$ cat src/rtl/pong_pkg.sv
// Shared definitions for the pong video pipeline.
// Contents: default paddle geometry, the paddle window state type and a
// ceil(log2) helper for sizing counters from parameters.
package pong_pkg;

  localparam int PADDLE_HEIGHT_DEFAULT   = 16;
  localparam int PADDLE_SEG_BITS_DEFAULT = 3;

  typedef enum logic {
    WIN_IDLE   = 1'b0,
    WIN_ACTIVE = 1'b1
  } win_state_t;

  // Smallest r with 2**r >= value; usable in constant expressions.
  function automatic int clog2(input int value);
    int r;
    r = 0;
    while ((1 << r) < value) r = r + 1;
    return r;
  endfunction

endpackage

$ cat src/rtl/paddle_window_channel.sv
// One paddle vertical-window channel.
// A rising edge on start arms a window that lasts HEIGHT scanline ticks.
// Ports:
//   clk         pixel clock
//   reset       synchronous, active-high
//   line_tick   one-cycle pulse per scanline
//   frame_start one-cycle pulse at top of frame, aborts the window
//   start       level from the vertical comparator; rising edge arms
//   active      window-active flag (registered)
//   segment     upper SEG_BITS of the line counter (registered)
//   done        one-cycle pulse when a window completes (registered)
//
// state      | meaning
// -----------+-----------------------------------------------------
// WIN_IDLE   | no window; waiting for a start edge
// WIN_ACTIVE | window open; counting line ticks 0..HEIGHT-1
module paddle_window_channel
  import pong_pkg::*;
#(
  parameter int HEIGHT    = PADDLE_HEIGHT_DEFAULT,
  parameter int SEG_BITS  = PADDLE_SEG_BITS_DEFAULT,
  parameter int RETRIGGER = 0
) (
  input  logic                clk,
  input  logic                reset,
  input  logic                line_tick,
  input  logic                frame_start,
  input  logic                start,
  output logic                active,
  output logic [SEG_BITS-1:0] segment,
  output logic                done
);

  localparam int CNT_W = clog2(HEIGHT);
  localparam logic [CNT_W-1:0] LAST_LINE = CNT_W'(HEIGHT - 1);

  win_state_t       state;
  logic [CNT_W-1:0] count;
  logic             start_q;
  logic             start_edge;
  logic             can_arm;

  assign start_edge = start & ~start_q;
  assign can_arm    = (state == WIN_IDLE) || (RETRIGGER != 0);

  // Arming outranks abort and counting so a fresh edge is never lost.
  // start_q resets high: a start already high at reset release is not an edge.
  always_ff @(posedge clk) begin
    if (reset) begin
      state   <= WIN_IDLE;
      active  <= 1'b0;
      count   <= '0;
      done    <= 1'b0;
      start_q <= 1'b1;
    end else begin
      start_q <= start;
      done    <= 1'b0;
      if (start_edge && can_arm) begin
        state  <= WIN_ACTIVE;
        active <= 1'b1;
        count  <= '0;
      end else if (frame_start) begin
        state  <= WIN_IDLE;
        active <= 1'b0;
        count  <= '0;
      end else if (line_tick && (state == WIN_ACTIVE)) begin
        if (count == LAST_LINE) begin
          state  <= WIN_IDLE;
          active <= 1'b0;
          count  <= '0;
          done   <= 1'b1;
        end else begin
          count <= count + 1'b1;
        end
      end
    end
  end

  // Each segment spans HEIGHT >> SEG_BITS lines.
  assign segment = count[CNT_W-1 -: SEG_BITS];

endmodule

$ cat src/rtl/paddle_window_gen.sv
// Multi-channel paddle vertical-window generator.
// Ports:
//   clk, reset               pixel clock, synchronous active-high reset
//   line_tick, frame_start   shared scanline / frame pulses
//   start[NUM_CH]            per-channel arm level
//   active[NUM_CH]           per-channel window-active flag
//   segment[NUM_CH*SEG_BITS] channel i at [i*SEG_BITS +: SEG_BITS]
//   done[NUM_CH]             per-channel window-complete pulse
module paddle_window_gen
  import pong_pkg::*;
#(
  parameter int NUM_CH    = 2,
  parameter int HEIGHT    = PADDLE_HEIGHT_DEFAULT,
  parameter int SEG_BITS  = PADDLE_SEG_BITS_DEFAULT,
  parameter int RETRIGGER = 0
) (
  input  logic                       clk,
  input  logic                       reset,
  input  logic                       line_tick,
  input  logic                       frame_start,
  input  logic [NUM_CH-1:0]          start,
  output logic [NUM_CH-1:0]          active,
  output logic [NUM_CH*SEG_BITS-1:0] segment,
  output logic [NUM_CH-1:0]          done
);

  for (genvar i = 0; i < NUM_CH; i++) begin : g_ch
    paddle_window_channel #(
      .HEIGHT    (HEIGHT),
      .SEG_BITS  (SEG_BITS),
      .RETRIGGER (RETRIGGER)
    ) u_ch (
      .clk         (clk),
      .reset       (reset),
      .line_tick   (line_tick),
      .frame_start (frame_start),
      .start       (start[i]),
      .active      (active[i]),
      .segment     (segment[i*SEG_BITS +: SEG_BITS]),
      .done        (done[i])
    );
  end

endmodule
$ cat config.mk
export PLATFORM = sky130hd
export DESIGN_NAME = paddle_window_gen
export DESIGN_NICKNAME = d
export VERILOG_FILES = /design/src/rtl/pong_pkg.sv /design/src/rtl/paddle_window_channel.sv /design/src/rtl/paddle_window_gen.sv
export SDC_FILE = /design/constraint.sdc
export NUM_CORES = 1
export LEC_CHECK = 0
export CORE_UTILIZATION = 45
export CTS_BUF_LIST = sky130_fd_sc_hd__clkbuf_8
export CTS_CLUSTER_SIZE = 25
export DETAILED_ROUTE_END_ITERATION = 6
export PLACE_DENSITY = 0.74
export SLEW_MARGIN = 20
export SYNTH_ARGS = -nofsm -noshare
export SYNTH_HDL_FRONTEND = slang
export SYNTH_SLANG_ARGS = --single-unit
$ cat constraint.sdc
create_clock -name clk -period 1.6 [get_ports clk]
set_clock_uncertainty 0.15 [all_clocks]
set_input_delay 0.24 -clock clk [delete_from_list [all_inputs] [get_ports clk]]
set_output_delay 0.24 -clock clk [all_outputs]
set_load 0.005 [all_outputs]
==> results of run 1 <==
[per-stage QoR]
step	power, W	hold slack [ps]	setup WS, ps	utilization	TNS (ps)
after detailed placement	0.000413	344	-74.0	0.581	-145
after global placement	0.000413	340	-52.7	0.581	-99.3
after global routing	0.000776	354	16.8	0.628	0
after CTS	0.000755	352	19.2	0.624	0
final	0.000751	336	59.6	0.628	0
after floorplan	0.000390	162	297	-	0
[cell families after synthesis]
logic type,share of synthesized area
and+or+nand+nor,0.249
AOI/OAI and AO/OA,0.132
DFF,0.423
buffers and inverters,0.130
xor gates and xnor gates,0.0265
adders and majority gates,0.0378
[flip-flops by register name, summed over array words and instances, names as in the netlist]
register	flops
g_ch.u_ch.done	2
g_ch.u_ch.start_q	2
g_ch.u_ch.active	1
g_ch.u_ch.state	1
g_ch.u_ch.count	8
[layout make-up]
| cell class | instances | area, sq um | area share |
|---|---|---|---|
| clock buffers | 4 | 55.1 | 0.0658 |
| multi-input cells | 50 | 295 | 0.353 |
| flip-flops and latches | 14 | 288 | 0.344 |
| well taps | 15 | 18.8 | 0.0224 |
| repair buffers | 19 | 180 | 0.215 |
[metal layers]
metal	global-route usage	share of wire
met5	0	0
met1	0.223	0.48
met3	0.0556	0.064
met4	0.125	0.013
met2	0.242	0.44
[repair_timing]
item                       CTS  global route
pin swaps                    0             0
resized for setup            2             4
setup endpoints to repair    2             4
[cell usage in the layout (no fill, tap or decap), types with 4 or more instances in the layout]
master | netlist | routed
nand3_1 | 7 | 7
nand2_1 | 9 | 9
dfxtp_2 | 0 | 6
buf_4 | 10 | 4
a21oi_1 | 10 | 10
nor2_1 | 4 | 4
dfxtp_1 | 14 | 8
clkbuf_8 | 0 | 4
clkdlybuf4s50_1 | 0 | 15
[worst max-delay path by stage]
stage | start | slack, ps | end | cells past startpoint
2_1_floorplan | g_ch[0].u_ch.count[1]$_SDFFE_PP0P_ | 300 | g_ch[0].u_ch.count[0]$_SDFFE_PP0P_ | 4
4_1_cts | g_ch[1].u_ch.count[2]$_SDFFE_PP0P_ | 20 | segment[4] | 1
3_5_place_dp | line_tick | -70 | g_ch[1].u_ch.count[3]$_SDFFE_PP0P_ | 4
6_report | g_ch[0].u_ch.count[3]$_SDFFE_PP0P_ | 60 | segment[2] | 1
5_1_grt | g_ch[0].u_ch.count[3]$_SDFFE_PP0P_ | 20 | segment[2] | 1
3_3_place_gp | line_tick | -50 | g_ch[1].u_ch.count[3]$_SDFFE_PP0P_ | 4
[where the power goes]
group / leakage (nW) / switching, W / internal, W
Sequential: 0.117 / 0.00000448 / 0.000354
Combinational: 0.140 / 0.0000182 / 0.0000293
Clock: 0.0288 / 0.000127 / 0.000218
Total: 0.286 / 0.000150 / 0.000601
==> flow_metrics.tcl, run 1 <==
set metrics [dict create \
    outcome "completed" \
    syn-cell-area_sq_um 662 \
    synth_fp_nets 83 \
    drc 0 \
    antenna_found_initial 0 \
    dp_hpwl_um 791 \
    synth_common_cells "dfxtp_1 (14), a21oi_1 (10), buf_4 (10)" \
    cts.root.buffer_cell "clkbuf_8" \
    rsz0062_at_grt "false" \
    slew_violations 0 \
    clk_latency_ps 240 \
    cts_made_buffers 3 \
    hold_class "reg2reg" \
    crit_slowest_cell "clkdlybuf4s50_1" \
    synth_area_per_cell_sq_um 8.83 \
    stdcell_count 102 \
    synth_cell_type_count 18 \
    finalNetCount 96 \
    r2r_slack_ps 210 \
    cts_tree "done" \
    min_from "g_ch[1].u_ch.count[3]$_SDFFE_PP0P_" \
    clock_path_buffers 2 \
    period_needed_ps 1540 \
    final_antenna_net_count 0 \
    hold-path-endpoint "g_ch[1].u_ch.done$_SDFF_PP0_" \
    stdcell_area_sq_um 837 \
    synth_edf_count 0 \
    synth_flop_cell "dfxtp_1" \
    p_per_area_nw_per_um2 898 \
    placed_cells 98 \
    slew_headroom 0.831 \
    crit_path_cell_trace "clkdlybuf4s50_1" \
    via_per_inst 5.20 \
    vias 530 \
    drt_first_pass_iters 4 \
    ys_seq_area_frac 0.423 \
    vdd_drop_max_mv 0.659 \
    synth_top_area_frac 0.423 \
    synthCells 75 \
    synth_area_leaders "dfxtp_1 (42%), buf_4 (11%), a21oi_1 (7.6%), nand3_1 (5.3%), nand2_1 (5.1%)" \
    r2r-end "g_ch[0].u_ch.count[0]$_SDFFE_PP0P_" \
    drv_cap 0 \
    htreeDepth 1 \
    crit_buf_inv 1 \
    hold_buffers 0 \
    antenna_cells 0 \
    end_kind "output pin" \
    gr-total-overflow 0 \
    grt_max_degree 9 \
    startpoint_type "flip-flop" \
    core_sq_um 1330 \
    wire_per_inst_um 10.6 \
    initial_core_util 0.496 \
    tightest_slew_ps 253 \
    rr_worst_depth 4 \
    final_layout_size_suffix_gt1_frac 0.207 \
    chipHeight_um 40.4 \
    finalHoldViolations 0 \
    syn_to_final_growth_pct 26.5 \
    wirelength_um 1090 \
    cp.required_ps 1210 \
    timing.rr.start "g_ch[0].u_ch.count[1]$_SDFFE_PP0P_" \
    holdPathStages 2 \
    crit_family "buffers and inverters" \
    crit_fanout 5 \
    max_freq_mhz 649 \
    die_x_um 40.4 \
    postPlaceCellArea_sq_um 774 \
    async_flop_share 0 \
    grt_usage 0.174 \
    clk_pin_slew_ps 60 \
    numClockSinks 14 \
    place_congestion 0.786 \
    rows 13 \
    first_iter_violations 16 \
    cp_slowest_stage_delay_ps 520 \
    critical_path_class "reg2out" \
    io_buffers 15 \
    finalSetupViolCount 0 \
    first_global_vias 440 \
    nFillCells 118 \
    die_area_sq_um 1630 \
    p_leak_nw 0.286 \
    pin_count 16 \
    synth_warnings 0 \
    post_cts_buffers 0 \
    cp.arrival_ps 1150 \
    fin_crit_sh 0.963 \
    yosysMostFrequentCell "dfxtp_1" \
    yosysTopAreaCell "dfxtp_1" \
    ys_seq_elements 14 \
    grt_pass1_wl_um 1820 \
]
No activity file was read; power rests on OpenSTA's default activity.
==> run 2: changes to the inputs <==
- SYNTH_HIERARCHICAL: unset -> 1
==> run 2 against run 1 <==
Against the previous run:
- sequential power about the same
- synthesized cell count shrank 9.3%
- clock power down 18%
- combinational power is 5.7% lower
- worst hold slack better by 17 ps
- core utilization is 0.066 points lower
- first-iteration DRC count decreased by 31%
- final cell count shrank 4.9%
- largest power group unchanged
==> flow_metrics.tcl, run 2 <==
set metrics [dict create \
    outcome "completed" \
    core_sq_um 1300 \
    io_buffers 15 \
    first_iter_violations 11 \
    synth_flop_cell "dfxtp_1" \
    fin_ws_ps 55.1 \
    fin_crit_sh 0.966 \
    clk_latency_ps 240 \
    regMostFlops "g_ch.u_ch/count" \
    p_leak_nw 0.298 \
    synthCells 68 \
    hold_ws_ps 353 \
    r2r_slack_ps 380 \
    crit_path_cell_trace "clkdlybuf4s50_1" \
    period_needed_ps 1540 \
    synth_area_per_cell_sq_um 9.31 \
    vias 505 \
    grt_max_degree 9 \
    final_cell_mix "clkdlybuf4s50_1 (15), dfxtp_1 (12), nand3_1 (6), a21oi_1 (6)" \
    synth_warnings 6 \
    initial_core_util 0.487 \
    clock_path_buffers 2 \
    ys_seq_elements 14 \
    pin_count 16 \
    vdd_drop_max_mv 0.555 \
    via_per_inst 5.21 \
    wirelength_um 1130 \
    fin_util 0.627 \
    critical_path_class "reg2out" \
    largest_register_ffs 8 \
    yosysTopAreaCell "dfxtp_1" \
    synth_area_leaders "dfxtp_1 (44%), buf_4 (7.1%), xor2_1 (5.5%), a21oi_1 (4.7%), nand3_1 (4.7%)" \
    async_flop_share 0 \
    p_per_area_nw_per_um2 844 \
    synth_cell_type_count 18 \
    ys_seq_area_frac 0.443 \
    cp.arrival_ps 1150 \
    place_congestion 0.735 \
    cp.required_ps 1210 \
    hold_class "reg2reg" \
    chipHeight_um 39.5 \
    htreeDepth 1 \
    total_power_w 0.000689 \
    gr-total-overflow 0 \
    die_area_sq_um 1560 \
    antenna_found_initial 0 \
    first_global_vias 454 \
    cts.root.buffer_cell "clkbuf_8" \
    numClockSinks 14 \
    synth_edf_count 0 \
    final_layout_size_suffix_gt1_frac 0.183 \
    drc 0 \
    startpoint_type "flip-flop" \
    layout.cells.most_common "clkdlybuf4s50_1" \
    finalHoldViolations 0 \
    cts_made_buffers 3 \
    post_cts_buffers 0 \
    syn_to_final_growth_pct 28.9 \
    crit_fanout 8 \
    wire_per_inst_um 11.7 \
    synth_common_cells "dfxtp_1 (14), a21oi_1 (6), buf_4 (6), nand3_1 (6)" \
    die_x_um 39.5 \
    pre_cts_ws_ps 38.5 \
    drt_first_pass_iters 4 \
    finalNetCount 92 \
    tightest_slew_ps 216 \
    slew_headroom 0.855 \
    antenna_cells 0 \
    grt_usage 0.173 \
    slew_violations 0 \
    rsz0062_at_grt "false" \
    drv_cap 0 \
    clk_pin_slew_ps 60 \
    crit_slowest_cell "clkdlybuf4s50_1" \
    crit_family "buffers and inverters" \
    syn-cell-area_sq_um 633 \
    final_antenna_net_count 0 \
    finalSetupViolCount 0 \
    end_kind "output pin" \
    crit_buf_inv 1 \
    rows 13 \
    dp_hpwl_um 817 \
    nFillCells 129 \
    grt_pass1_wl_um 1800 \
    synth_fp_nets 76 \
    setup_tns_ps 0 \
    synth_top_area_frac 0.443 \
    cts_tree "done" \
    cp_slowest_stage_delay_ps 520 \
    yosysMostFrequentCell "dfxtp_1" \
    max_freq_mhz 647 \
]
[run 2: changes by cell type in the layout (fill, tap and decap cells not counted), moves of 4 or more]
cell,before,now
and3_1,0,4
nand2_1,9,4
dfxtp_1,8,12
a21oi_1,10,6
dfxtp_2,6,2
[run 2: power by group]
| group | switching [W] | leakage (nW) | total (W) | internal [W] |
|---|---|---|---|---|
| sequential | 0.00000493 | 0.114 | 0.000359 | 0.000354 |
| combinational | 0.0000183 | 0.162 | 0.0000448 | 0.0000265 |
| clock | 0.000118 | 0.0216 | 0.000284 | 0.000166 |
| total | 0.000142 | 0.298 | 0.000689 | 0.000547 |
[run 2: stage by stage]
stage | std cells | cell area, sq um
4_1_cts | 97 | 816
3_3_place_gp | 94 | 772
5_1_grt | 97 | 816
2_1_floorplan | 68 | 633
6_report | 97 | 816
3_5_place_dp | 94 | 772
[run 2: final timing paths]
| kind | startpoint | to | depth (start not counted) |
|---|---|---|---|
| worst max-delay path | g_ch[1].u_ch/state$_SDFFE_PP0P_ | active[1] | 1 |
| worst min-delay path | g_ch[1].u_ch/count[3]$_SDFFE_PP0P_ | g_ch[1].u_ch/count[3]$_SDFFE_PP0P_ | 2 |
| worst max register to register | g_ch[1].u_ch/state$_SDFFE_PP0P_ | g_ch[1].u_ch/count[0]$_SDFFE_PP0P_ | 3 |
| worst min register to register | g_ch[1].u_ch/count[3]$_SDFFE_PP0P_ | g_ch[1].u_ch/count[3]$_SDFFE_PP0P_ | 2 |
[run 2: cells by family (layout without fill, tap and decap cells)]
logic type	Yosys count	in the layout	share of synthesized area
buffers and inverters	6	20	0.0711
AO/OA/AOI/OAI	10	10	0.0830
adder cells (fa/ha/maj)	2	2	0.0395
flip-flops	14	14	0.443
XOR/XNOR	4	4	0.0553
AND/OR/NAND/NOR	32	32	0.308
[run 2: area by class of cell]
type / instances / area (sq um) / area share
multi-input combinational: 48 / 308 / 0.377
sequential: 14 / 283 / 0.347
timing repair buffer: 17 / 165 / 0.202
clock buffer: 3 / 41.3 / 0.0506
tap: 15 / 18.8 / 0.0230
[run 2: routing by layer]
layer | routed length [um] | up-vias | global-route usage | share of wire
met5 | 0 | - | 0 | 0
met3 | 53 | 0 | 0.0341 | 0.047
met4 | 0 | 0 | 0.103 | 0
met1 | 524 | 223 | 0.214 | 0.46
li1 | - | 266 | - | -
met2 | 553 | 16 | 0.270 | 0.49
[run 2: repair_timing]
action | CTS | global route
gates resized for setup | 2 | 0
setup endpoints to repair | 2 | 0
hold buffers | 0 | 0
==> run 3: changes to the inputs <==
- CTS_CLUSTER_SIZE: 25 -> unset
==> results of run 3 <==
No change in the layout: final DEF, timing and power equal those of run 2.
